`src/rtl/acia_host_if.sv`:
```
// rtl/acia_host_if.sv - acia register bus plus TX/RX byte streams between host and fabric
interface acia_host_if;
  logic       cs;
  logic       we;
  logic       rs;
  logic [7:0] bus_wdata;
  logic [7:0] bus_rdata;
  logic       irq;
  logic [7:0] tx_data;
  logic       tx_valid;
  logic       tx_ready;
  logic [7:0] rx_data;
  logic       rx_valid;
  logic       rx_ready;
  logic       rx_err;
  logic       init_done;

  modport master (
    output cs, we, rs, bus_wdata, tx_ready, rx_data, rx_valid, rx_err, init_done,
    input  bus_rdata, irq, tx_data, tx_valid, rx_ready
  );

  modport slave (
    input  cs, we, rs, bus_wdata, tx_ready, rx_data, rx_valid, rx_err, init_done,
    output bus_rdata, irq, tx_data, tx_valid, rx_ready
  );
endinterface

```
`src/rtl/acia_host.sv`:
```
// rtl/acia_host.sv - acia bus initiator: init writes, status polling, TX/RX byte FIFOs
// Optional ACIA_HOST_IRQ_EN: irq/TX-driven polling and receive interrupt enable in the config write.
module acia_host #(
  parameter int         FIFO_AW   = 2,
  parameter int         POLL_DIV  = 16,
  parameter logic [7:0] CTRL_INIT = 8'h00
) (
  input logic         clk,
  input logic         rst_n,
  acia_host_if.master bus
);
  localparam int DEPTH = 1 << FIFO_AW;
  localparam int PW    = (POLL_DIV > 1) ? $clog2(POLL_DIV) : 1;
  localparam logic [PW-1:0] L_POLL_MAX = PW'(POLL_DIV - 1);
`ifdef ACIA_HOST_IRQ_EN
  localparam logic [7:0] L_CFG = CTRL_INIT | 8'h80;
`else
  localparam logic [7:0] L_CFG = CTRL_INIT;
`endif

  typedef enum logic [2:0] {
    S_INIT_RST, S_INIT_CFG, S_IDLE, S_STAT_RD,
    S_STAT_WAIT, S_DAT_RD, S_DAT_WAIT, S_TX_WR
  } state_t;

  state_t           r_state, w_state_nxt;
  logic             r_cs, r_we, r_rs;
  logic [7:0]       r_wdata;
  logic             w_cs_nxt, w_we_nxt, w_rs_nxt;
  logic [7:0]       w_wdata_nxt;
  logic             r_snap_txe, r_rx_err, r_init_done;
  logic [PW-1:0]    r_poll;
  logic             w_tx_pop, w_rx_push, w_stat_ld, w_init_set, w_poll_go;

  logic [7:0]       r_tx_mem [DEPTH];
  logic [7:0]       r_rx_mem [DEPTH];
  logic [FIFO_AW:0] r_tx_wp, r_tx_rp, r_rx_wp, r_rx_rp;
  logic             w_tx_empty, w_tx_full, w_rx_empty, w_rx_full;
  logic             w_tx_push, w_rx_pop;
  logic [7:0]       w_tx_head;
  logic [3:0]       w_unused_rdata;

  assign w_tx_empty = (r_tx_wp == r_tx_rp);
  assign w_tx_full  = ((r_tx_wp ^ r_tx_rp) == {1'b1, {FIFO_AW{1'b0}}});
  assign w_rx_empty = (r_rx_wp == r_rx_rp);
  assign w_rx_full  = ((r_rx_wp ^ r_rx_rp) == {1'b1, {FIFO_AW{1'b0}}});
  assign w_tx_push  = bus.tx_valid & ~w_tx_full;
  assign w_rx_pop   = bus.rx_ready & ~w_rx_empty;
  assign w_tx_head  = r_tx_mem[r_tx_rp[FIFO_AW-1:0]];
  assign w_unused_rdata = {bus.bus_rdata[7:6], bus.bus_rdata[3:2]};

`ifdef ACIA_HOST_IRQ_EN
  assign w_poll_go = bus.irq | ~w_tx_empty;
`else
  logic w_unused_irq;
  assign w_unused_irq = bus.irq;
  assign w_poll_go    = (r_poll == L_POLL_MAX);
`endif

  assign bus.cs        = r_cs;
  assign bus.we        = r_we;
  assign bus.rs        = r_rs;
  assign bus.bus_wdata = r_wdata;
  assign bus.tx_ready  = ~w_tx_full;
  assign bus.rx_valid  = ~w_rx_empty;
  assign bus.rx_data   = r_rx_mem[r_rx_rp[FIFO_AW-1:0]];
  assign bus.rx_err    = r_rx_err;
  assign bus.init_done = r_init_done;

  always_ff @(posedge clk) begin
    if (w_tx_push) r_tx_mem[r_tx_wp[FIFO_AW-1:0]] <= bus.tx_data;
    if (w_rx_push) r_rx_mem[r_rx_wp[FIFO_AW-1:0]] <= bus.bus_rdata;
  end

  always_ff @(posedge clk or negedge rst_n) begin
    if (!rst_n) begin
      r_tx_wp <= '0;
      r_tx_rp <= '0;
      r_rx_wp <= '0;
      r_rx_rp <= '0;
    end else begin
      if (w_tx_push) r_tx_wp <= r_tx_wp + 1'b1;
      if (w_tx_pop)  r_tx_rp <= r_tx_rp + 1'b1;
      if (w_rx_push) r_rx_wp <= r_rx_wp + 1'b1;
      if (w_rx_pop)  r_rx_rp <= r_rx_rp + 1'b1;
    end
  end

  always_ff @(posedge clk or negedge rst_n) begin
    if (!rst_n) begin
      r_state     <= S_INIT_RST;
      r_cs        <= 1'b0;
      r_we        <= 1'b0;
      r_rs        <= 1'b0;
      r_wdata     <= 8'h00;
      r_snap_txe  <= 1'b0;
      r_rx_err    <= 1'b0;
      r_init_done <= 1'b0;
      r_poll      <= '0;
    end else begin
      r_state <= w_state_nxt;
      r_cs    <= w_cs_nxt;
      r_we    <= w_we_nxt;
      r_rs    <= w_rs_nxt;
      r_wdata <= w_wdata_nxt;
      if (w_stat_ld) r_snap_txe <= bus.bus_rdata[1];
      if (w_stat_ld && (bus.bus_rdata[4] | bus.bus_rdata[5])) r_rx_err <= 1'b1;
      if (w_init_set) r_init_done <= 1'b1;
      if (r_state == S_IDLE && !w_poll_go) r_poll <= r_poll + 1'b1;
      else                                 r_poll <= '0;
    end
  end

  // Access states issue only while cs is low, so each strobe is one cycle with a gap after it;
  // wait states hold through the strobe cycle and sample bus_rdata in the cycle after.
  always_comb begin
    w_state_nxt = r_state;
    w_cs_nxt    = 1'b0;
    w_we_nxt    = 1'b0;
    w_rs_nxt    = 1'b0;
    w_wdata_nxt = r_wdata;
    w_tx_pop    = 1'b0;
    w_rx_push   = 1'b0;
    w_stat_ld   = 1'b0;
    w_init_set  = 1'b0;
    case (r_state)
      S_INIT_RST: if (!r_cs) begin
        w_cs_nxt    = 1'b1;
        w_we_nxt    = 1'b1;
        w_wdata_nxt = 8'h03;
        w_state_nxt = S_INIT_CFG;
      end
      S_INIT_CFG: if (!r_cs) begin
        w_cs_nxt    = 1'b1;
        w_we_nxt    = 1'b1;
        w_wdata_nxt = L_CFG;
        w_init_set  = 1'b1;
        w_state_nxt = S_IDLE;
      end
      S_IDLE: if (w_poll_go) w_state_nxt = S_STAT_RD;
      S_STAT_RD: if (!r_cs) begin
        w_cs_nxt    = 1'b1;
        w_state_nxt = S_STAT_WAIT;
      end
      S_STAT_WAIT: if (!r_cs) begin
        w_stat_ld = 1'b1;
        if (bus.bus_rdata[0] && !w_rx_full)       w_state_nxt = S_DAT_RD;
        else if (bus.bus_rdata[1] && !w_tx_empty) w_state_nxt = S_TX_WR;
        else                                      w_state_nxt = S_IDLE;
      end
      S_DAT_RD: if (!r_cs) begin
        w_cs_nxt    = 1'b1;
        w_rs_nxt    = 1'b1;
        w_state_nxt = S_DAT_WAIT;
      end
      S_DAT_WAIT: if (!r_cs) begin
        w_rx_push = ~w_rx_full;
        if (r_snap_txe && !w_tx_empty) w_state_nxt = S_TX_WR;
        else                           w_state_nxt = S_IDLE;
      end
      S_TX_WR: if (!r_cs) begin
        if (!w_tx_empty) begin
          w_cs_nxt    = 1'b1;
          w_we_nxt    = 1'b1;
          w_rs_nxt    = 1'b1;
          w_wdata_nxt = w_tx_head;
          w_tx_pop    = 1'b1;
        end
        w_state_nxt = S_IDLE;
      end
      default: w_state_nxt = S_INIT_RST;
    endcase
  end
endmodule

```
`src/flat_wrapper.sv`:
```
// flat-port wrapper written by rule: the top's interface ports become plain ports
module acia_host_flat 
#(
  parameter int         FIFO_AW   = 2,
  parameter int         POLL_DIV  = 16,
  parameter logic [7:0] CTRL_INIT = 8'h00
)
  (clk, rst_n, bus_cs, bus_we, bus_rs, bus_bus_wdata, bus_tx_ready, bus_rx_data, bus_rx_valid, bus_rx_err, bus_init_done, bus_bus_rdata, bus_irq, bus_tx_data, bus_tx_valid, bus_rx_ready);
  acia_host_if bus_i ();
  input logic clk;
  input logic rst_n;
  output wire logic [$bits(bus_i.cs)-1:0] bus_cs;
  output wire logic [$bits(bus_i.we)-1:0] bus_we;
  output wire logic [$bits(bus_i.rs)-1:0] bus_rs;
  output wire logic [$bits(bus_i.bus_wdata)-1:0] bus_bus_wdata;
  output wire logic [$bits(bus_i.tx_ready)-1:0] bus_tx_ready;
  output wire logic [$bits(bus_i.rx_data)-1:0] bus_rx_data;
  output wire logic [$bits(bus_i.rx_valid)-1:0] bus_rx_valid;
  output wire logic [$bits(bus_i.rx_err)-1:0] bus_rx_err;
  output wire logic [$bits(bus_i.init_done)-1:0] bus_init_done;
  input wire logic [$bits(bus_i.bus_rdata)-1:0] bus_bus_rdata;
  input wire logic [$bits(bus_i.irq)-1:0] bus_irq;
  input wire logic [$bits(bus_i.tx_data)-1:0] bus_tx_data;
  input wire logic [$bits(bus_i.tx_valid)-1:0] bus_tx_valid;
  input wire logic [$bits(bus_i.rx_ready)-1:0] bus_rx_ready;
  assign bus_cs = bus_i.cs;
  assign bus_we = bus_i.we;
  assign bus_rs = bus_i.rs;
  assign bus_bus_wdata = bus_i.bus_wdata;
  assign bus_tx_ready = bus_i.tx_ready;
  assign bus_rx_data = bus_i.rx_data;
  assign bus_rx_valid = bus_i.rx_valid;
  assign bus_rx_err = bus_i.rx_err;
  assign bus_init_done = bus_i.init_done;
  assign bus_i.bus_rdata = bus_bus_rdata;
  assign bus_i.irq = bus_irq;
  assign bus_i.tx_data = bus_tx_data;
  assign bus_i.tx_valid = bus_tx_valid;
  assign bus_i.rx_ready = bus_rx_ready;
  acia_host #(.FIFO_AW(FIFO_AW), .POLL_DIV(POLL_DIV), .CTRL_INIT(CTRL_INIT)) u_core (.clk(clk), .rst_n(rst_n), .bus(bus_i));
endmodule
```
`config.mk`:
```
export PLATFORM = sky130hd
export DESIGN_NAME = acia_host_flat
export DESIGN_NICKNAME = d
export VERILOG_FILES = /design/src/rtl/acia_host_if.sv /design/src/rtl/acia_host.sv /design/src/flat_wrapper.sv
export SDC_FILE = /design/constraint.sdc
export NUM_CORES = 1
export LEC_CHECK = 0
export ABC_AREA = 1
export CELL_PAD_IN_SITES_DETAIL_PLACEMENT = 1
export CELL_PAD_IN_SITES_GLOBAL_PLACEMENT = 2
export CORE_AREA = 8 8 116 118
export DETAILED_ROUTE_END_ITERATION = 7
export DIE_AREA = 0 0 124 126
export GPL_TIMING_DRIVEN = 1
export PLACE_DENSITY = 0.82
export SYNTH_ARGS = -nofsm -noshare
export SYNTH_HDL_FRONTEND = slang
export SYNTH_SLANG_ARGS = --single-unit
```
`constraint.sdc`:
```
create_clock -name clk -period 2.03 [get_ports clk]
set_clock_uncertainty 0.1 [all_clocks]
set_input_delay 0.5075 -clock clk [delete_from_list [all_inputs] [get_ports clk]]
set_output_delay 0.5075 -clock clk [all_outputs]
set_load 0.01 [all_outputs]
```
==> summary.txt <==
Power and ir drop
  • Internal cell power: 5.14 mW
  • Portion of total power attributed to the clock network: 0.260
  • Worst IR drop on VDD: 0.000700 V
  • Combinational fraction of design power: 0.380
  • Power Density: 1470 nW/um2
  • Net load switching power: 2.77 mW
  • Leakage power: 2.24 nW
  • Sequential fraction of design power: 0.360
  • Share of total power consumed by net switching: 0.350

Global routing
  • Total track usage: 0.132
  • Global-route wire length before repair: 15.7 mm
  • Largest net degree at the start of global routing: 34
  • Number of antenna violations at the first check in global routing: 0
  • Number of global-route vias before repair: 3153
  • GRT Residual Overflow: 0

Critical path
  • Worst setup EP type: output pin
  • Crit path max fanout: 7
  • Kind of cell adding the most delay to the critical path: flip-flops
  • CP arrival: 1.42 ns
  • Category of the worst setup path launch point: flop
  • Delay of the slowest critical-path stage: 0.45 ns
  • Required @ worst endpoint: 1.42 ns
  • Classification of the worst setup path: flop to output pin
  • Cell Chain, Critical Path: buf_6 > o21ai_1 > o22ai_2 > buf_2
  • Cell at the slowest stage of the critical path: sky130_fd_sc_hd__dfrtp_2
  • Worst Path Buf+Inv: 2

Routing
  • Remaining antenna violation count: 0
  • Metal1 wirelength: 4.02 mm
  • Total wire length after detailed routing: 9.92 mm
  • Highest metal layer with signal wires: met4
  • Total length of routed met3 wires: 282 um
  • Violation count after the first detailed-routing iteration: 116
  • # DRC: 0
  • Detailed-routing iteration count for the pre-antenna-repair pass: 4
  • Number of vias per cell after detailed routing: 4.87
  • Routed len/inst: 16.6 um
  • DR WL met2: 5.52 mm
  • Detailed-route via count: 2919

Timing
  • Unrepaired setup endpoints after global routing: true
  • Minimum clock period after layout: 2.03 ns
  • Smallest setup slack after layout: -0.00233 ns
  • Maximum clock rate: 492 MHz
  • Max-Slew Margin vs Limit: 0.691
  • Number of hold violations in the final report: 0
  • Final worst-path cycle share: 1.00
  • Tightest Pin Transition: 0.464 ns
  • Slew Viols, Final: 0
  • Number of setup violations in the final report: 1
  • Worst hold margin: 0.385 ns

Cells and area
  • Synth-to-layout area growth: 29.3%
  • Final Core Density: 0.460
  • Nets: 479
  • Leading cell type in the layout, fill and taps excluded: sky130_fd_sc_hd__nand2_1
  • Number of antenna diodes: 0
  • Share of cells above drive strength 1: 0.221
  • Commonest non-fill, non-tap cells in the layout: sky130_fd_sc_hd__nand2_1 (70), sky130_fd_sc_hd__edfxtp_1 (64), sky130_fd_sc_hd__nor2_1 (37), sky130_fd_sc_hd__buf_4 (35), sky130_fd_sc_hd__clkdlybuf4s50_1 (32)

Clock network
  • CTS H-tree lvls: 3
  • Number of CTS-inserted buffers: 9
  • Clock Root Buffer: sky130_fd_sc_hd__clkbuf_16
  • Clock tree from TritonCTS: built
  • Hold buffer count at CTS: 0
  • Number of sinks on the clock net: 97
  • Clock insertion delay at the later pin of the skew report: 0.34 ns
  • CTS max path bufs: 2
  • Reg clk slew, reported paths: 0.07 ns

Status
  • Violated checks: negative setup slack
  • Status: finished with violations

Synth
  • Post-Syn Instances: 365
  • Cell area after technology mapping: 4170 um2
  • Count of unique library cells instantiated by Yosys: 32
  • Syn Nets: 397
  • Share of the yosys chip area belonging to registers: 0.660
  • Flop and latch count out of synthesis: 97
  • Warnings from Yosys: 0
  • Syn_area_per_cell: 11.4 um2

Floorplanning
  • Die Height: 126 um
  • FP Rows: 40
  • Area of the placeable core: 11700 um2
  • Initial standard-cell utilization of the core: 0.356
  • X dimension of the die: 124 um
  • Top-level I/O count: 44
  • Die area: 15600 um2

Worst hold path
  • Hold/Removal Path Class: flop to flop

Placed design
  • Buffers on Ports: 42
  • Placer's final routability congestion estimate: 0.733
  • DP Wirelength: 6.62 mm

Flow run
  • Number of maximum-capacitance violations: 0
cells by family after synthesis:
logic type | share of synthesized area
simple gates | 0.172
flops | 0.660
compound gates | 0.0598
buf+inv | 0.0505
fa+ha+maj | 0.0330
xor+xnor | 0.0228
mux | 0.00270
Yosys cell counts:
| library cell | count | area share |
|---|---|---|
| sky130_fd_sc_hd__nand2_1 | 72 | 0.065 |
| sky130_fd_sc_hd__edfxtp_1 | 64 | 0.46 |
| sky130_fd_sc_hd__nor2_1 | 40 | 0.036 |
| sky130_fd_sc_hd__dfrtp_1 | 33 | 0.20 |
| sky130_fd_sc_hd__o21ai_0 | 28 | 0.034 |
| sky130_fd_sc_hd__inv_1 | 25 | 0.023 |
| sky130_fd_sc_hd__nand3_1 | 24 | 0.029 |
| sky130_fd_sc_hd__ha_1 | 11 | 0.033 |
| sky130_fd_sc_hd__nand4_1 | 8 | 0.012 |
| sky130_fd_sc_hd__o22ai_1 | 8 | 0.012 |
| sky130_fd_sc_hd__xor2_1 | 8 | 0.017 |
| sky130_fd_sc_hd__a21oi_1 | 4 | 0.0048 |
| sky130_fd_sc_hd__buf_6 | 4 | 0.011 |
| sky130_fd_sc_hd__inv_2 | 4 | 0.0036 |
| sky130_fd_sc_hd__buf_4 | 3 | 0.0054 |
| sky130_fd_sc_hd__clkbuf_1 | 3 | 0.0027 |
| sky130_fd_sc_hd__nand2_2 | 3 | 0.0045 |
| sky130_fd_sc_hd__nand3_2 | 3 | 0.0072 |
| sky130_fd_sc_hd__nor3_1 | 3 | 0.0036 |
| sky130_fd_sc_hd__a21boi_0 | 2 | 0.0036 |
| sky130_fd_sc_hd__buf_2 | 2 | 0.0024 |
| sky130_fd_sc_hd__inv_4 | 2 | 0.0030 |
| sky130_fd_sc_hd__nor2_4 | 2 | 0.0054 |
| sky130_fd_sc_hd__a21oi_2 | 1 | 0.0021 |
| sky130_fd_sc_hd__mux2_2 | 1 | 0.0027 |
| sky130_fd_sc_hd__nand2_4 | 1 | 0.0027 |
| sky130_fd_sc_hd__nor2_2 | 1 | 0.0015 |
| sky130_fd_sc_hd__nor2_8 | 1 | 0.0048 |
| sky130_fd_sc_hd__o211ai_1 | 1 | 0.0018 |
| sky130_fd_sc_hd__o21bai_1 | 1 | 0.0018 |
| sky130_fd_sc_hd__xnor2_1 | 1 | 0.0021 |
| sky130_fd_sc_hd__xor2_2 | 1 | 0.0039 |
registers in the layout, indices dropped and copies added (netlist names), 3 cells and up:
signal / cells
u_core.r_rx_wp: 3
u_core.r_tx_rp: 3
u_core.r_poll: 4
u_core.bus.bus_wdata: 8
u_core.r_tx_wp: 3
u_core.r_tx_mem: 32
u_core.r_rx_rp: 3
u_core.r_rx_mem: 32
u_core.r_state: 3
stage by stage:
stage | setup TNS [ns] | setup slack, ns | cells | power [mW] | instance area [um2]
final | -0.00233 | -0.00233 | 599 | 7.91 | 5390
after global routing | -0.228 | -0.0667 | 599 | 8.41 | 5390
after CTS | -0.0339 | -0.0136 | 596 | 7.89 | 5320
after detailed placement | -0.620 | -0.136 | 573 | 5.74 | 4930
after global placement | -0.245 | -0.0938 | 573 | 5.59 | 4930
after floorplan | 0 | 0.214 | 365 | 4.48 | 4170
final timing paths:
check	start	to	slack, ns	depth (start not counted)
max	u_core.r_rx_rp[0]	bus_rx_data[4]	-0.002	4
min	u_core.r_poll[0]	u_core.r_poll[0]	0.39	1
max reg2reg	u_core.r_rx_rp[1]	u_core.r_rx_mem[1][1]	0.12	8
min reg2reg	u_core.r_poll[0]	u_core.r_poll[0]	0.39	1
max in group asynchronous	rst_n	u_core.r_tx_rp[0]	0.98	2
min in group asynchronous	rst_n	u_core.r_rx_rp[0]	0.49	2
what timing repair did:
item / in CTS / in global routing
buffers inserted: 6 / 3
gates resized for setup: 53 / 20
endpoints found under the setup margin: 11 / 8
cloned: 1 / 0
pin swaps: 3 / 7
worst reg2reg max path: cells and delay by family, from the launching register on:
family	cells	cell delay, ns
DFF	1	0.45
and+or+nand+nor	5	0.60
buffers and inverters	3	0.48
power groups by stage:
stage                     sequential, mW  combinational [mW]  clock, mW
after global placement              2.85                2.74          0
after global routing                2.89                3.35       2.16
final                               2.85                3.01       2.05
after CTS                           2.85                2.94       2.10
after floorplan                     2.79                1.68          0
after detailed placement            2.86                2.87          0
layout make-up:
cell class,instances,area (um2)
fill,1262,6330
sequential,97,2750
multi-input combinational,225,1250
timing repair buffer,83,709
clock buffer,10,229
tap,147,184
clock inverter,6,138
inverter,31,126
metal layers:
layer,up-vias,global-route usage
met4,0,0.0427
li1,1408,-
met1,1471,0.146
met3,9,0.0313
met2,31,0.239
met5,-,0
No activity file was read; power rests on OpenSTA's default activity.
